[config.mk]
export PLATFORM = sky130hd
export DESIGN_NAME = nexusv_lsu
export DESIGN_NICKNAME = d
export VERILOG_FILES = /design/src/rtl/nexusv_lsu_pkg.sv /design/src/rtl/nexusv_lsu_align.sv /design/src/rtl/nexusv_lsu.sv
export SDC_FILE = /design/constraint.sdc
export NUM_CORES = 1
export LEC_CHECK = 0
export CORE_ASPECT_RATIO = 1.2
export CORE_MARGIN = 3
export CORE_UTILIZATION = 46
export DETAILED_ROUTE_END_ITERATION = 16
export PLACE_DENSITY = 0.95
export SLEW_MARGIN = 10
export SYNTH_ARGS = -nofsm -noshare
export SYNTH_HDL_FRONTEND = slang
export SYNTH_SLANG_ARGS = --single-unit
export TNS_END_PERCENT = 10
[constraint.sdc]
create_clock -name clk -period 6 [get_ports clk]
set_input_delay 0.9 -clock clk [delete_from_list [all_inputs] [get_ports clk]]
set_output_delay 0.9 -clock clk [all_outputs]
set_load 0.05 [all_outputs]
[src/rtl/nexusv_lsu_pkg.sv]
// Shared definitions for the nexusV load/store unit: RV32 funct3 encodings,
// mcause fault codes and the LSU control-state encoding.
package nexusv_lsu_pkg;

    localparam logic [2:0] F3_B  = 3'b000;
    localparam logic [2:0] F3_H  = 3'b001;
    localparam logic [2:0] F3_W  = 3'b010;
    localparam logic [2:0] F3_BU = 3'b100;
    localparam logic [2:0] F3_HU = 3'b101;

    localparam logic [3:0] CAUSE_LOAD_MISALIGNED  = 4'd4;
    localparam logic [3:0] CAUSE_LOAD_ACCESS      = 4'd5;
    localparam logic [3:0] CAUSE_STORE_MISALIGNED = 4'd6;
    localparam logic [3:0] CAUSE_STORE_ACCESS     = 4'd7;

    typedef enum logic [1:0] {
        ST_IDLE   = 2'd0,
        ST_ACCESS = 2'd1,
        ST_RESP   = 2'd2
    } lsu_state_t;

    function automatic logic [3:0] fault_cause(input logic write, input logic misaligned);
        if (write) return misaligned ? CAUSE_STORE_MISALIGNED : CAUSE_STORE_ACCESS;
        return misaligned ? CAUSE_LOAD_MISALIGNED : CAUSE_LOAD_ACCESS;
    endfunction

endpackage

[src/rtl/nexusv_lsu_align.sv]
// Combinational byte-lane logic: store data replication/strobes and load
// byte/halfword extraction with sign or zero extension.
module nexusv_lsu_align
    import nexusv_lsu_pkg::*;
(
    input  logic [2:0]  funct3,
    input  logic [1:0]  offset,
    input  logic [31:0] store_data,
    input  logic [31:0] load_word,
    output logic [31:0] lane_data,
    output logic [3:0]  lane_strb,
    output logic [31:0] load_data
);

    logic [31:0] shifted;

    assign shifted = load_word >> {offset, 3'b000};

    always_comb begin
        lane_data = store_data;
        lane_strb = 4'b1111;
        case (funct3[1:0])
            2'b00: begin
                lane_data = {4{store_data[7:0]}};
                lane_strb = 4'b0001 << offset;
            end
            2'b01: begin
                lane_data = {2{store_data[15:0]}};
                lane_strb = 4'b0011 << offset;
            end
            default: ;
        endcase
    end

    always_comb begin
        load_data = load_word;
        case (funct3)
            F3_B:    load_data = {{24{shifted[7]}}, shifted[7:0]};
            F3_BU:   load_data = {24'h0, shifted[7:0]};
            F3_H:    load_data = {{16{shifted[15]}}, shifted[15:0]};
            F3_HU:   load_data = {16'h0, shifted[15:0]};
            default: ;
        endcase
    end

endmodule

[src/rtl/nexusv_lsu.sv]
// nexusV load/store unit: table-driven region decode, fault detection and a
// single-outstanding slave handshake. Define NEXUSV_LSU_TIMEOUT_EN for a bus timeout.
module nexusv_lsu
    import nexusv_lsu_pkg::*;
#(
    parameter int                  N_SLV       = 2,
    parameter logic [N_SLV*32-1:0] SLV_BASE    = {32'h8000_0000, 32'h0000_2000},
    parameter logic [N_SLV*32-1:0] SLV_MASK    = {32'h8000_0000, 32'hFFFF_F000},
    parameter int                  TIMEOUT_CYC = 256
) (
    input  logic                clk,
    input  logic                rst_n,
    input  logic                req_valid,
    input  logic                req_write,
    input  logic [31:0]         req_addr,
    input  logic [31:0]         req_wdata,
    input  logic [2:0]          req_funct3,
    output logic                req_ready,
    output logic [31:0]         rsp_rdata,
    output logic                rsp_err,
    output logic [3:0]          rsp_cause,
    output logic                slv_valid,
    output logic [N_SLV-1:0]    slv_sel,
    output logic                slv_write,
    output logic [31:0]         slv_addr,
    output logic [31:0]         slv_wdata,
    output logic [3:0]          slv_wstrb,
    input  logic [N_SLV*32-1:0] slv_rdata,
    input  logic [N_SLV-1:0]    slv_ready,
    input  logic [N_SLV-1:0]    slv_err
);

    lsu_state_t        state_reg, state_next;
    logic              req_ready_reg, req_ready_next;
    logic [31:0]       rsp_rdata_reg, rsp_rdata_next;
    logic              rsp_err_reg, rsp_err_next;
    logic [3:0]        rsp_cause_reg, rsp_cause_next;
    logic              slv_valid_reg, slv_valid_next;
    logic [N_SLV-1:0]  slv_sel_reg, slv_sel_next;
    logic              slv_write_reg, slv_write_next;
    logic [31:0]       slv_addr_reg, slv_addr_next;
    logic [31:0]       slv_wdata_reg, slv_wdata_next;
    logic [3:0]        slv_wstrb_reg, slv_wstrb_next;
    logic [2:0]        funct3_reg, funct3_next;

`ifdef NEXUSV_LSU_TIMEOUT_EN
    localparam int TMO_W = $clog2(TIMEOUT_CYC + 1);
    logic [TMO_W-1:0]  tmo_cnt_reg, tmo_cnt_next;
`endif

    logic [N_SLV-1:0]  hit, hit_first;
    logic [31:0]       rd_masked [N_SLV];
    logic [31:0]       sel_rdata;
    logic              sel_ready, sel_err;
    logic              misaligned, legal, mapped;
    logic [2:0]        align_funct3;
    logic [1:0]        align_offset;
    logic [31:0]       lane_data, load_data;
    logic [3:0]        lane_strb;

    // Region table: each slice is compared independently; lowest index wins.
    generate
        for (genvar gi = 0; gi < N_SLV; gi++) begin : g_region
            assign hit[gi] = (req_addr & SLV_MASK[gi*32 +: 32]) == SLV_BASE[gi*32 +: 32];
            assign rd_masked[gi] = slv_rdata[gi*32 +: 32] & {32{slv_sel_reg[gi]}};
        end
    endgenerate

    assign hit_first = hit & (-hit);
    assign mapped    = |hit;
    assign sel_ready = |(slv_ready & slv_sel_reg);
    assign sel_err   = |(slv_err & slv_ready & slv_sel_reg);

    always_comb begin
        sel_rdata = 32'h0;
        for (int i = 0; i < N_SLV; i++) sel_rdata = sel_rdata | rd_masked[i];
    end

    assign misaligned = ((req_funct3[1:0] == 2'b01) && req_addr[0]) ||
                        ((req_funct3[1:0] == 2'b10) && (req_addr[1:0] != 2'b00));
    assign legal = req_write ? (req_funct3 inside {F3_B, F3_H, F3_W})
                             : (req_funct3 inside {F3_B, F3_H, F3_W, F3_BU, F3_HU});

    // One aligner serves both phases: request operands in IDLE, latched ones after.
    assign align_funct3 = (state_reg == ST_IDLE) ? req_funct3    : funct3_reg;
    assign align_offset = (state_reg == ST_IDLE) ? req_addr[1:0] : slv_addr_reg[1:0];

    nexusv_lsu_align u_align (
        .funct3     (align_funct3),
        .offset     (align_offset),
        .store_data (req_wdata),
        .load_word  (sel_rdata),
        .lane_data  (lane_data),
        .lane_strb  (lane_strb),
        .load_data  (load_data)
    );

    always_comb begin
        state_next     = state_reg;
        req_ready_next = 1'b0;
        rsp_rdata_next = rsp_rdata_reg;
        rsp_err_next   = rsp_err_reg;
        rsp_cause_next = rsp_cause_reg;
        slv_valid_next = slv_valid_reg;
        slv_sel_next   = slv_sel_reg;
        slv_write_next = slv_write_reg;
        slv_addr_next  = slv_addr_reg;
        slv_wdata_next = slv_wdata_reg;
        slv_wstrb_next = slv_wstrb_reg;
        funct3_next    = funct3_reg;
`ifdef NEXUSV_LSU_TIMEOUT_EN
        tmo_cnt_next   = tmo_cnt_reg;
`endif
        case (state_reg)
            ST_IDLE: begin
                if (req_valid) begin
                    slv_addr_next  = req_addr;
                    slv_write_next = req_write;
                    funct3_next    = req_funct3;
                    rsp_rdata_next = 32'h0;
                    if (misaligned || !legal || !mapped) begin
                        state_next     = ST_RESP;
                        req_ready_next = 1'b1;
                        rsp_err_next   = 1'b1;
                        rsp_cause_next = fault_cause(req_write, misaligned);
                    end else begin
                        state_next     = ST_ACCESS;
                        slv_valid_next = 1'b1;
                        slv_sel_next   = hit_first;
                        slv_wdata_next = req_write ? lane_data : 32'h0;
                        slv_wstrb_next = req_write ? lane_strb : 4'b0000;
                        rsp_err_next   = 1'b0;
                        rsp_cause_next = 4'd0;
`ifdef NEXUSV_LSU_TIMEOUT_EN
                        tmo_cnt_next   = '0;
`endif
                    end
                end
            end
            ST_ACCESS: begin
                if (sel_ready) begin
                    state_next     = ST_RESP;
                    req_ready_next = 1'b1;
                    slv_valid_next = 1'b0;
                    rsp_err_next   = sel_err;
                    rsp_cause_next = sel_err ? fault_cause(slv_write_reg, 1'b0) : 4'd0;
                    rsp_rdata_next = (slv_write_reg || sel_err) ? 32'h0 : load_data;
                end
`ifdef NEXUSV_LSU_TIMEOUT_EN
                else if (tmo_cnt_reg == TMO_W'(TIMEOUT_CYC - 1)) begin
                    state_next     = ST_RESP;
                    req_ready_next = 1'b1;
                    slv_valid_next = 1'b0;
                    rsp_err_next   = 1'b1;
                    rsp_cause_next = fault_cause(slv_write_reg, 1'b0);
                    rsp_rdata_next = 32'h0;
                end else begin
                    tmo_cnt_next = tmo_cnt_reg + 1'b1;
                end
`endif
            end
            ST_RESP: state_next = ST_IDLE;
            default: state_next = ST_IDLE;
        endcase
    end

    always_ff @(posedge clk or negedge rst_n) begin
        if (!rst_n) begin
            state_reg     <= ST_IDLE;
            req_ready_reg <= 1'b0;
            rsp_rdata_reg <= 32'h0;
            rsp_err_reg   <= 1'b0;
            rsp_cause_reg <= 4'd0;
            slv_valid_reg <= 1'b0;
            slv_sel_reg   <= '0;
            slv_write_reg <= 1'b0;
            slv_addr_reg  <= 32'h0;
            slv_wdata_reg <= 32'h0;
            slv_wstrb_reg <= 4'b0000;
            funct3_reg    <= 3'b000;
`ifdef NEXUSV_LSU_TIMEOUT_EN
            tmo_cnt_reg   <= '0;
`endif
        end else begin
            state_reg     <= state_next;
            req_ready_reg <= req_ready_next;
            rsp_rdata_reg <= rsp_rdata_next;
            rsp_err_reg   <= rsp_err_next;
            rsp_cause_reg <= rsp_cause_next;
            slv_valid_reg <= slv_valid_next;
            slv_sel_reg   <= slv_sel_next;
            slv_write_reg <= slv_write_next;
            slv_addr_reg  <= slv_addr_next;
            slv_wdata_reg <= slv_wdata_next;
            slv_wstrb_reg <= slv_wstrb_next;
            funct3_reg    <= funct3_next;
`ifdef NEXUSV_LSU_TIMEOUT_EN
            tmo_cnt_reg   <= tmo_cnt_next;
`endif
        end
    end

    assign req_ready = req_ready_reg;
    assign rsp_rdata = rsp_rdata_reg;
    assign rsp_err   = rsp_err_reg;
    assign rsp_cause = rsp_cause_reg;
    assign slv_valid = slv_valid_reg;
    assign slv_sel   = slv_sel_reg;
    assign slv_write = slv_write_reg;
    assign slv_addr  = slv_addr_reg;
    assign slv_wdata = slv_wdata_reg;
    assign slv_wstrb = slv_wstrb_reg;

endmodule

==> parameters.txt <==
Parameter                              Value

Synthesis
  Most used flip-flop cell after synthesis    sky130_fd_sc_hd__dfrtp_1
  Top area cells in the synthesized netlist    sky130_fd_sc_hd__dfrtp_1, sky130_fd_sc_hd__nand2_1, sky130_fd_sc_hd__o21ai_0, sky130_fd_sc_hd__a22o_1, sky130_fd_sc_hd__o31ai_1
  Fraction of the yosys area taken by sequential cells    49.6%
  Share of the synthesized area in the top cell type    approximately half
  Post-synthesis cell area    about 0.0057 mm2
  Async set-reset flop share out of synthesis    100%
  Yosys synthesis warning count    0
  Synthesized instance count    617
  Syn avg cell area    between 9 and 10 um2
  Top cell type by total area after synthesis    sky130_fd_sc_hd__dfrtp_1
  Synthesized Nets    around 760
  Yosys cell types    47
  Number of flip-flops and latches in the synthesized netlist    113
  Number of synthesized flops with an enable pin    0

GRT
  Antenna violations before repair    0
  Pin count of the biggest net entering global routing    65
  First-pass GRT wire length    32000 um
  Vias in the first global route    5997
  Overflow after GRT    0
  Overall fraction of global-route tracks in use    30.0%

Setup path
  Type of the setup path with the least slack    in -> reg
  Endpoint kind of the worst setup timing path    register
  Critical Path AT    3.61 ns
  Critical path required time    roughly 6.3 ns
  Maximum fanout count along the critical path    16
  Worst Setup Start Kind    primary input

Timing
  Worst-case clock skew    between 0.008 and 0.009 ns
  Slew HR    26.5%
  Ratio of final minimum period to clock period    between 50 and 60%
  Tmin final    3.32 ns
  Worst slew pin tran    1.10 ns
  Final hold violations    0
  Top achievable clock speed    0.301 GHz
  Final-report setup violation count    0
  Final total negative setup slack    0 ns
  Count of final max-slew check failures    0
  Setup repair after global routing missed its margin    false

Clock tree
  Clock transition at path regs    0.05 ns
  Hold-fix buffer count after cts    0
  Post-CTS Setup Bufs    0
  Clock tree from TritonCTS    done
  Total of cells resized after clock tree synthesis    0
  Sink Count    113
  Clock tree root buffer cell    sky130_fd_sc_hd__clkbuf_16
  H-tree level count    4
  Number of buffers between clock root and the deepest sink    2
  Clock latency at the later pin of the worst-skew pair    0.42 ns
  Number of CTS-inserted buffers    17

Detailed routing
  Via density per instance    5.91
  Detailed-router iteration count before antenna repair    6
  Initial detailed-routing violation count    between 500 and 600
  Count of nets left with antenna violations after detail routing    0
  Post-DR wirelength/cell    20.5 um
  DRC violation count after routing    0
  Number of vias after detailed routing    5974
  Detailed Route WL    20700 um

Final layout
  Count of nets after finishing    around 980
  Share of final-layout standard cells stronger than drive strength 1    6.80%
  Most common cell after layout, fill and taps aside    sky130_fd_sc_hd__clkdlybuf4s50_1
  Non-filler cells, final    ~1000
  Diodes inserted    0
  Area growth from synthesis to final layout    55.1%
  Commonest cells after routing, fill and taps aside    sky130_fd_sc_hd__clkdlybuf4s50_1, sky130_fd_sc_hd__nand2_1, sky130_fd_sc_hd__dfrtp_1

Power and ir drop
  Switching power total    1620 uW
  Fraction of power spent switching nets    roughly two fifths
  Power density over cell area    437 mW/mm2
  Share of power burned in the clock network    between 20% and 30%
  Worst voltage drop across the vdd grid    0.296 mV
  Internal power consumption    2250 uW
  Combinational power share    44.4%
  Pleak    0.00389 uW
  Sequential power share    27.5%

Floorplanning
  Top-level I/O count    ~250
  Width of the die    108 um
  Cell row count    43
  Starting Density    between 40% and 50%
  Overall die area    0.0138 mm2
  Area inside the core boundary    around 0.012 mm2
  Die Span Y    128 um

Outcome
  Result of the run    complete, no violations

Placed design
  Buffers on Ports    around 250
  HPWL after detailed placement    14500 um
  Post-Place Cells    978
  Final GP Congestion    0.914

Worst hold path
  Kind of path behind the tightest hold check    reg -> reg

Run
  Max Cap Viol    0
==> cells in the mapped netlist, drive strengths merged (3+ instances only) <==
master  instances
nand2         174
dfrtp         113
o21ai          58
clkbuf         33
a22o           31
o31ai          26
a21oi          24
buf            19
mux2i          19
a221o          16
nand3          13
a221oi         10
o22ai           9
nand3b          8
nor2            8
o221ai          7
nor4            6
a22oi           4
and2            4
mux2            4
nor3            4
a31oi           3
inv             3
nor2b           3
==> kinds of logic after synthesis <==
group / count (synthesis) / synth area share, %
multiplexers: 23 / 4.19
other: 1 / 0.0658
AO/OA/AOI/OAI: 193 / 23.9
XOR/XNOR: 1 / 0.154
AND/OR/NAND/NOR: 230 / 17.6
flip-flops: 113 / 49.6
buffers and inverters: 56 / 4.41
==> final cells by class <==
class                   instances  area (um2)
clock buffers                  22         484
clock inverters                10         155
fillers                       823        2990
inverters                       4        15.0
multi-input cells             448        2630
flip-flops and latches        113        2830
well taps                     157         196
repair buffers                256        2540
==> stage by stage <==
| stage | power, uW | util, % | setup slack [ns] | instance area [um2] | hold slack, ns |
|---|---|---|---|---|---|
| 2_1_floorplan | 2140 | - | 3.31 | 5700 | 0.469 |
| 3_3_place_gp | 2730 | 69.3 | 2.43 | 8210 | 0.457 |
| 3_5_place_dp | 2760 | 69.3 | 2.33 | 8210 | 0.461 |
| 4_1_cts | 3860 | 74.7 | 2.73 | 8840 | 0.476 |
| 5_1_grt | 4020 | 74.7 | 2.48 | 8840 | 0.496 |
| 6_report | 3870 | 74.7 | 2.68 | 8840 | 0.473 |
==> power groups by stage <==
stage	registers, uW	logic [uW]	clock network [uW]
finish	1060	1720	1090
global route	1090	1800	1130
CTS	1060	1710	1090
detailed placement	1070	1690	0
global placement	1060	1670	0
floorplan	1570	569	0
==> worst max-delay path: stages <==
cell	delay, ns
sky130_fd_sc_hd__clkdlybuf4s50_1	0.58
sky130_fd_sc_hd__nor4b_1	0.25
sky130_fd_sc_hd__a21oi_1	0.86
sky130_fd_sc_hd__nor2_1	0.14
sky130_fd_sc_hd__a21oi_2	0.26
sky130_fd_sc_hd__a31oi_4	0.26
sky130_fd_sc_hd__a221o_1	0.35
==> path summary, 6_finish.rpt <==
kind	start	end	slack, ns	depth (start not counted)
min in group asynchronous	rst_n	slv_addr[10]$_DFFE_PN0P_	0.49	1
max in group asynchronous	rst_n	rsp_rdata[25]$_DFFE_PN0P_	4.24	2
worst min register to register	slv_addr[16]$_DFFE_PN0P_	slv_addr[16]$_DFFE_PN0P_	0.47	2
worst max-delay path	req_funct3[0]	rsp_rdata[29]$_DFFE_PN0P_	2.68	7
worst max register to register	state_reg[1]$_DFFE_PN0P_	rsp_rdata[29]$_DFFE_PN0P_	3.09	6
worst min-delay path	slv_addr[16]$_DFFE_PN0P_	slv_addr[16]$_DFFE_PN0P_	0.47	2
==> routing by layer <==
layer / vias to the layer above / part of all wire [%] / GRT usage [%]
met4: 0 / 4.3 / 14.5
met5: - / 0 / 0
met2: 391 / 49 / 49.1
met3: 79 / 10 / 10.1
met1: 2826 / 36 / 35.3
li1: 2678 / - / -
Note: power is estimated with default switching activity, not from simulation.
